`src/rtl/io_pad_pkg.sv`:
```
// Shared definitions for the user IO pad arbiter: default pad widths,
// default timing, the arbiter state encoding and a counter width helper.
package io_pad_pkg;

    localparam int DEF_N_MACROS     = 4;
    localparam int DEF_EAST_W       = 14;
    localparam int DEF_WEST_W       = 14;
    localparam int DEF_NORTH_W      = 10;
    localparam int DEF_SLICE_CYCLES = 256;
    localparam int DEF_TURN_CYCLES  = 1;

    typedef enum logic [1:0] {
        IDLE  = 2'd0,
        GRANT = 2'd1,
        TURN  = 2'd2
    } arb_state_t;

    // Width of a counter that must hold values 0..n-1, never narrower than one bit.
    function automatic int ctr_width(input int n);
        return (n > 1) ? $clog2(n) : 1;
    endfunction

endpackage

```
`src/rtl/io_pad_arbiter_rr_pick.sv`:
```
// rr_pick: combinational round-robin picker. Returns the first requester
// at or after ptr (cyclically) as a one-hot vector and as an index.
module rr_pick #(
    parameter int N     = 4,
    parameter int IDX_W = 2
) (
    input  logic [N-1:0]     req,
    input  logic [IDX_W-1:0] ptr,
    output logic [N-1:0]     gnt,
    output logic [IDX_W-1:0] idx,
    output logic             valid
);

    // Scan candidates ptr, ptr+1, ... wrapping at N and keep the first hit.
    always_comb begin
        logic [IDX_W-1:0] cand;
        gnt   = '0;
        idx   = '0;
        valid = 1'b0;
        cand  = '0;
        for (int i = 0; i < N; i++) begin
            cand = IDX_W'((int'(ptr) + i) % N);
            if (!valid && req[cand]) begin
                valid     = 1'b1;
                gnt[cand] = 1'b1;
                idx       = cand;
            end
        end
    end

endmodule

```
`src/rtl/io_pad_arbiter.sv`:
```
// io_pad_arbiter: shares the east/west/north user pad bank among the grid
// macros. Round-robin ownership with a bounded time slice and a forced
// all-undriven turnaround between owners.
// Optional feature: define IO_ARB_LOCK_EN to add lock_i, which lets the
// current owner suppress preemption while its lock bit is high.
module io_pad_arbiter
    import io_pad_pkg::*;
#(
    parameter int N_MACROS     = DEF_N_MACROS,
    parameter int EAST_W       = DEF_EAST_W,
    parameter int WEST_W       = DEF_WEST_W,
    parameter int NORTH_W      = DEF_NORTH_W,
    parameter int SLICE_CYCLES = DEF_SLICE_CYCLES,
    parameter int TURN_CYCLES  = DEF_TURN_CYCLES,
    localparam int IDX_W       = $clog2(N_MACROS)
) (
    input  logic                        wb_clk_i,
    input  logic                        wb_rst_i,
    input  logic [N_MACROS-1:0]         req_i,
`ifdef IO_ARB_LOCK_EN
    input  logic [N_MACROS-1:0]         lock_i,
`endif
    input  logic [N_MACROS*EAST_W-1:0]  east_o_i,
    input  logic [N_MACROS*EAST_W-1:0]  east_oe_i,
    input  logic [N_MACROS*WEST_W-1:0]  west_o_i,
    input  logic [N_MACROS*WEST_W-1:0]  west_oe_i,
    input  logic [N_MACROS*NORTH_W-1:0] north_o_i,
    input  logic [N_MACROS*NORTH_W-1:0] north_oe_i,
    output logic [N_MACROS-1:0]         grant_o,
    output logic [IDX_W-1:0]            owner_o,
    output logic                        busy_o,
    output logic [EAST_W-1:0]           io_east_o,
    output logic [EAST_W-1:0]           io_east_oe,
    output logic [WEST_W-1:0]           io_west_o,
    output logic [WEST_W-1:0]           io_west_oe,
    output logic [NORTH_W-1:0]          io_north_o,
    output logic [NORTH_W-1:0]          io_north_oe
);

    localparam int SLICE_W = ctr_width(SLICE_CYCLES);
    localparam int TURN_W  = ctr_width(TURN_CYCLES);

    arb_state_t          state, state_next;
    logic [N_MACROS-1:0] grant_next;
    logic [IDX_W-1:0]    owner_next;
    logic [IDX_W-1:0]    ptr, ptr_next;
    logic [SLICE_W-1:0]  slice_cnt, slice_next;
    logic [TURN_W-1:0]   turn_cnt, turn_next;

    logic [N_MACROS-1:0] pick_gnt;
    logic [IDX_W-1:0]    pick_idx;
    logic                pick_valid;

    logic                owner_release;
    logic                other_req;
    logic                owner_lock;
    logic                slice_at_max;
    logic [IDX_W-1:0]    ptr_after_owner;

    rr_pick #(
        .N     (N_MACROS),
        .IDX_W (IDX_W)
    ) u_pick (
        .req   (req_i),
        .ptr   (ptr),
        .gnt   (pick_gnt),
        .idx   (pick_idx),
        .valid (pick_valid)
    );

    assign owner_release   = ~|(req_i & grant_o);
    assign other_req       = |(req_i & ~grant_o);
    assign slice_at_max    = (slice_cnt == SLICE_W'(SLICE_CYCLES - 1));
    assign ptr_after_owner = (owner_o == IDX_W'(N_MACROS - 1)) ? '0 : owner_o + IDX_W'(1);
    assign busy_o          = (state == GRANT);

`ifdef IO_ARB_LOCK_EN
    assign owner_lock = |(lock_i & grant_o);
`else
    assign owner_lock = 1'b0;
`endif

    // State, grant, owner, pointer and counters; reset clears grant so pads release at once.
    always_ff @(posedge wb_clk_i or posedge wb_rst_i) begin
        if (wb_rst_i) begin
            state     <= IDLE;
            grant_o   <= '0;
            owner_o   <= '0;
            ptr       <= '0;
            slice_cnt <= '0;
            turn_cnt  <= '0;
        end else begin
            state     <= state_next;
            grant_o   <= grant_next;
            owner_o   <= owner_next;
            ptr       <= ptr_next;
            slice_cnt <= slice_next;
            turn_cnt  <= turn_next;
        end
    end

    // Next-state logic: arbitrate in IDLE, release/preempt in GRANT, count out TURN.
    always_comb begin
        state_next = state;
        grant_next = grant_o;
        owner_next = owner_o;
        ptr_next   = ptr;
        slice_next = slice_cnt;
        turn_next  = turn_cnt;
        case (state)
            IDLE: begin
                if (pick_valid) begin
                    state_next = GRANT;
                    grant_next = pick_gnt;
                    owner_next = pick_idx;
                    slice_next = '0;
                end
            end
            GRANT: begin
                if (owner_release || (slice_at_max && other_req && !owner_lock)) begin
                    state_next = TURN;
                    grant_next = '0;
                    ptr_next   = ptr_after_owner;
                    turn_next  = '0;
                end else if (!slice_at_max) begin
                    slice_next = slice_cnt + SLICE_W'(1);
                end
            end
            TURN: begin
                if (turn_cnt == TURN_W'(TURN_CYCLES - 1)) begin
                    state_next = IDLE;
                end else begin
                    turn_next = turn_cnt + TURN_W'(1);
                end
            end
            default: begin
                state_next = IDLE;
                grant_next = '0;
            end
        endcase
    end

    // East pad mux: AND-OR select on the registered one-hot grant.
    always_comb begin
        io_east_o  = '0;
        io_east_oe = '0;
        for (int k = 0; k < N_MACROS; k++) begin
            if (grant_o[k]) begin
                io_east_o  = io_east_o  | east_o_i[k*EAST_W +: EAST_W];
                io_east_oe = io_east_oe | east_oe_i[k*EAST_W +: EAST_W];
            end
        end
    end

    // West pad mux: AND-OR select on the registered one-hot grant.
    always_comb begin
        io_west_o  = '0;
        io_west_oe = '0;
        for (int k = 0; k < N_MACROS; k++) begin
            if (grant_o[k]) begin
                io_west_o  = io_west_o  | west_o_i[k*WEST_W +: WEST_W];
                io_west_oe = io_west_oe | west_oe_i[k*WEST_W +: WEST_W];
            end
        end
    end

    // North pad mux: AND-OR select on the registered one-hot grant.
    always_comb begin
        io_north_o  = '0;
        io_north_oe = '0;
        for (int k = 0; k < N_MACROS; k++) begin
            if (grant_o[k]) begin
                io_north_o  = io_north_o  | north_o_i[k*NORTH_W +: NORTH_W];
                io_north_oe = io_north_oe | north_oe_i[k*NORTH_W +: NORTH_W];
            end
        end
    end

endmodule

```
`config.mk`:
```
export PLATFORM = sky130hd
export DESIGN_NAME = io_pad_arbiter
export DESIGN_NICKNAME = d
export VERILOG_FILES = /design/src/rtl/io_pad_pkg.sv /design/src/rtl/io_pad_arbiter_rr_pick.sv /design/src/rtl/io_pad_arbiter.sv
export SDC_FILE = /design/constraint.sdc
export NUM_CORES = 1
export LEC_CHECK = 0
export ABC_AREA = 0
export CAP_MARGIN = 10
export CORE_AREA = 2 2 153 155
export DETAILED_ROUTE_END_ITERATION = 6
export DIE_AREA = 0 0 155 157
export DONT_BUFFER_PORTS = 1
export MAX_ROUTING_LAYER = met4
export SYNTH_ARGS = -nofsm -noshare
export SYNTH_HDL_FRONTEND = slang
export SYNTH_HIERARCHICAL = 1
export SYNTH_SLANG_ARGS = --single-unit
```
`constraint.sdc`:
```
create_clock -name wb_clk_i -period 2.75 [get_ports wb_clk_i]
set_input_delay 0.55 -clock wb_clk_i [delete_from_list [all_inputs] [get_ports wb_clk_i]]
set_output_delay 0.55 -clock wb_clk_i [all_outputs]
set_load 0.03 [all_outputs]
```
==> results.md, run 1 <==
- Synth top cells by count: 162 x a22oi_1, 91 x nand2_1, 24 x clkbuf_1
- Fin util: 15.2%
- Non-filler cells, final: 679
- Placed wire-length estimate: 12500 um
- Worst reg2reg path startpoint: ptr[1]
- Iteration-0 DRC Markers: 391
- YS warnings: 6
- Kind of critical path: reg -> out
- Top cells by area, synth: a22oi_1 40%, dfrtp_1 15%, nand2_1 11%, clkbuf_1 3.0%, ha_1 2.9%
- Worst Hold Class: in -> async
- Highest Clock Rate: 391 MHz
- Synth cell types: 50
- Area delta synth->final: 11.8%
- Port bufs: 0
- I/O Pins: 393
- Count leader, synth: a22oi_1
- Final #Nets: 710
- Post-Synthesis Cells: 419
- Worst-path clk slew: 50 ps
- CP Data Arrival Time: 2010 ps
- Max IR drop VDD: 0.000473 V
- Clk_skew: 1.88 ps
- Total Routing Usage GR: 11.0%
- FF-to-FF path depth: 7
- Share of layout cells above drive strength 1: 8.42%
- Hold_buf cts: 0
- Tmin final: 2560 ps
- Rows: 55
- Antenna Nets Post-Route: 0
- PD cells: 1260 nW/um^2
- DR WL/cell: 22.9 um
- FF+latch count, synth: 18
- Total CTS buffers: 3
- Die Area: 24300 um^2
- Avg Inst Size Synth: 7.28 um^2
- CP max FO: 80
- Asr flop ratio synth: 100%
- Multi-input gate area: 2370 um^2
- Synthesized area: 3050 um^2
- Sequential fraction of the synthesis area: 14.8%
- Measured slew at the worst slew-check pin: 892 ps
- Synthesized Nets: 736
- Pins Over Slew Limit: 0
- Grt total ovfl: 0
- Final period utilization: 93.0%
- Post-synth top area cell: a22oi_1
- Synth top area share: 39.9%
- First-pass GRT wire length: 19700 um
- WL final: 15500 um
- Clock Sinks: 18
- Max_cap viols: 0
- Filler cells: 2550
- Die height: 157 um
- Ys flop type: dfrtp_1
- Initial DRT Pass Iterations: 5
- Critical path launch point type: register
- Root Buffer Master: clkbuf_16
- Status: finished, final reports clean
- Final hold violations: 0
- Total leakage power: 1.31 nW
- Inst Count DP: 673
- Critical Path RT: 2200 ps
- EDFF count, synth: 0
- Post-route DRC: 0
- RSZ-0062 raised after global routing: no
- CP Capture Type: output port
- Via count: 3778
- Worst slew margin: 40.5%
- R2r endpoint: slice_cnt[5]
- Register-to-register setup slack: 380 ps
- CTS tree: done
- Initial antenna violation count: 2
- Setup Buffers After CTS: 0
- Die width: 155 um
- Initial Utilization: 13.6%
- Vias per cell: 5.56
- Cts repair resizes: 0
- Number of global-route vias before repair: 3136
- Largest net degree at the start of global routing: 82
- Clk_lat worst skew: 250 ps
- Bufs on Longest Clock Path: 2
- CTS H-Tree Depth: 1
- Register area: 465 um^2
- Core area: 22500 um^2
- Final TNS setup: 0 ps
- Setup violations, final: 0
- GPL Wtd Cong: 0.782
[registers in the layout, summed over array words and instances, names as in the netlist]
| signal | flops |
|---|---|
| slice_cnt | 8 |
| ptr | 2 |
| state | 2 |
| owner_o | 2 |
| grant_o | 4 |
[cells in the final DEF, fill, tap and decap left out, types with 2 or more instances in the layout]
| cell | instances |
|---|---|
| and3_1 | 3 |
| a21oi_1 | 3 |
| a32oi_1 | 4 |
| dfrtp_4 | 4 |
| nor3_1 | 2 |
| clkbuf_16 | 3 |
| mux4_1 | 2 |
| nor2_1 | 7 |
| mux4_2 | 2 |
| or3_1 | 2 |
| a22oi_1 | 162 |
| a21o_1 | 2 |
| diode_2 | 2 |
| dfrtp_1 | 14 |
| a211oi_1 | 2 |
| nand2b_1 | 2 |
| o21ai_0 | 13 |
| ha_1 | 7 |
| mux2i_1 | 2 |
| nand3_1 | 5 |
| o31ai_2 | 4 |
| a41oi_1 | 2 |
| inv_1 | 11 |
| o211ai_1 | 2 |
| buf_4 | 10 |
| o22ai_1 | 3 |
| o21ai_1 | 2 |
| nand2_1 | 91 |
| nor2b_1 | 4 |
[cell families (layout without fill, tap and decap cells)]
logic type / count (synthesis) / in the layout / synth area share [%]
flip-flops: 18 / 18 / 14.8
adder cells (fa/ha/maj): 7 / 7 / 2.87
AO/OA/AOI/OAI: 210 / 210 / 52.3
other: 0 / 2 / 0
buffers and inverters: 53 / 26 / 7.59
AND/OR/NAND/NOR: 124 / 124 / 18.3
multiplexers: 7 / 7 / 4.22
[worst max-delay path, cell delays in order (launching register included)]
cell and delay [ps]:
dfrtp_4 1000, a22oi_1 370, nand2_1 340
[layout make-up]
cell class | count | area share, %
diodes | 2 | 0.147
inverters | 11 | 1.21
repair buffers | 11 | 2.79
flip-flops and latches | 18 | 13.6
clock buffers | 4 | 2.31
multi-input cells | 348 | 69.4
well taps | 285 | 10.5
[power by group]
part | internal, mW | switching [mW] | leakage [nW]
clock network | 0.197 | 0.102 | 0.0382
logic | 0.838 | 2.55 | 1.04
registers | 0.343 | 0.278 | 0.233
[through the flow]
step	hold slack [ps]	power (mW)	setup slack [ps]	instance area (um^2)
after global placement	533	3.96	526	3330
after floorplan	489	3.42	387	3050
after detailed placement	533	4.01	423	3330
after global routing	383	4.57	151	3410
after CTS	345	4.32	264	3410
final	323	4.31	192	3410
[layer usage]
metal | up-vias | routed length [um] | global-route usage (%) | share of wire, %
met5 | - | 0 | - | 0
met4 | 0 | 371 | 2.20 | 2.4
met3 | 28 | 1630 | 2.29 | 10
met2 | 304 | 7490 | 18.4 | 48
met1 | 1837 | 6030 | 13.8 | 39
li1 | 1609 | - | - | -
[worst max path at each step]
stage,start,endpoint,slack [ps],cells after the start
floorplan,ptr[0],slice_cnt[4],390,10
global placement,ptr[1],slice_cnt[4],530,7
detailed placement,req_i[0],slice_cnt[5],420,6
CTS,grant_o[0],io_east_o[0],260,2
global route,grant_o[0],io_east_o[0],150,2
finish,grant_o[0],io_east_o[0],190,2
No activity file was read; power rests on OpenSTA's default activity.
==> inputs of run 2 (changes only) <==
- CORE_AREA: 2 2 153 155 -> 2 2 152 154
- DIE_AREA: 0 0 155 157 -> 0 0 154 156
- clock period: 2.75 -> 3.2 ns (I/O delays scaled with it)
==> results.md, run 2 (synthesis results as in run 1) <==
- WHS: 401 ps
- Wire length on met2: 6780 um
- Setup ws final: 482 ps
- GPL Wtd Cong: 0.797
- Area delta synth->final: 9.60%
- Commonest non-fill, non-tap cell in the layout: a22oi_1
- Share of layout cells above drive strength 1: 6.53%
- Grt total ovfl: 0
- Vias per cell: 5.54
- Bufs on Longest Clock Path: 2
- Critical path launch point type: register
- Rows: 55
- Critical Path RT: 3340 ps
- Highest Clock Rate: 368 MHz
- Initial antenna violation count: 4
- Core area: 22400 um^2
- Max_cap viols: 0
- PD cells: 1080 nW/um^2
- Commonest cells after routing, fill and taps aside: 162 x a22oi_1, 91 x nand2_1, 14 x dfrtp_1
- Design Power: 3.62 mW
- Tmin final: 2720 ps
- Largest register FFs: 8
- Antenna Nets Post-Route: 0
- Die Area: 24000 um^2
- Setup violations, final: 0
- DR top layer: met4
- Initial DRT Pass Iterations: 5
- Routed met3 length: 1660 um
- CTS tree: done
- Final #Nets: 701
- Kind of critical path: reg -> reg
- Non-filler cells, final: 671
- Worst slew margin: 32.7%
- Port bufs: 0
- Clk_lat worst skew: 250 ps
- Clk_skew: 3.14 ps
- CTS H-Tree Depth: 1
- Die height: 156 um
- M1 WL: 5560 um
- First-pass GRT wire length: 18900 um
- Worst-path clk slew: 60 ps
- Register name with the most flops: slice_cnt
- Die width: 154 um
- CP Data Arrival Time: 2860 ps
- Post-route DRC: 0
- Register-to-register setup slack: 480 ps
- Pins Over Slew Limit: 0
- DR WL/cell: 21.4 um
- Status: finished, final reports clean
- Via count: 3717
- Inst Count DP: 664
- Measured slew at the worst slew-check pin: 1010 ps
- Max IR drop VDD: 0.000329 V
- Total Routing Usage GR: 10.7%
- Worst Hold Class: in -> async
- Clock Sinks: 18
- Final TNS setup: 0 ps
- Top flop regs: slice_cnt (8), grant_o (4)
- Final hold violations: 0
- Total CTS buffers: 3
- Post-place setup slack: 520 ps
- Hold_buf cts: 0
- Iteration-0 DRC Markers: 264
- Number of global-route vias before repair: 2998
- CP max FO: 10
- RSZ-0062 raised after global routing: no
- Initial Utilization: 13.6%
- Placed wire-length estimate: 11500 um
- Total leakage power: 1.27 nW
- Cts repair resizes: 0
- Root Buffer Master: clkbuf_16
- Largest net degree at the start of global routing: 82
- I/O Pins: 393
- Final period utilization: 84.9%
- Setup Buffers After CTS: 0
- Filler cells: 2540
- CP Capture Type: register
- WL final: 14400 um
-- run 2: cell type report --
| type | instances | area (um^2) | share of cell area, % |
|---|---|---|---|
| Multi-Input combinational cell | 348 | 2370 | 70.8 |
| Sequential cell | 18 | 465 | 13.9 |
| Tap cell | 285 | 357 | 10.7 |
| Clock buffer | 4 | 88.8 | 2.66 |
| Inverter | 11 | 41.3 | 1.24 |
| Timing Repair Buffer | 2 | 15.0 | 0.449 |
| Antenna cell | 3 | 7.51 | 0.225 |
-- run 2: per-layer routing --
metal | global-route usage, % | vias to the layer above
met5 | - | -
met4 | 3.56 | 0
met3 | 3.47 | 33
met2 | 16.5 | 320
met1 | 13.2 | 1773
li1 | - | 1591
-- run 2: path summary, 6_finish.rpt --
kind                              start      endpoint  cells past startpoint
max                              ptr[1]  slice_cnt[4]                      8
max in group asynchronous      wb_rst_i    grant_o[2]                      1
min                            wb_rst_i    owner_o[0]                      1
max reg2reg                      ptr[1]  slice_cnt[4]                      8
min reg2reg                slice_cnt[2]  slice_cnt[2]                      1
min in group wb_clk_i      slice_cnt[2]  slice_cnt[2]                      1
-- run 2: per-stage QoR --
stage | util (%) | instance area (um^2)
6_report | 14.9 | 3340
5_1_grt | 14.9 | 3340
4_1_cts | 14.9 | 3340
3_5_place_dp | 14.5 | 3250
3_3_place_gp | 14.5 | 3250
2_1_floorplan | - | 3050
-- run 2: critical path: stages (launching register included) --
cell,delay (ps)
dfrtp_1,530
inv_1,150
ha_1,350
mux4_2,380
nor3_1,100
nand2b_1,230
nor3b_1,510
o22ai_1,160
a21o_1,200
-- run 2: report_power, final --
part           internal, mW  leakage, nW  switching, mW
registers             0.290        0.233          0.474
logic                 0.662        0.988           1.91
clock network         0.190       0.0442         0.0902
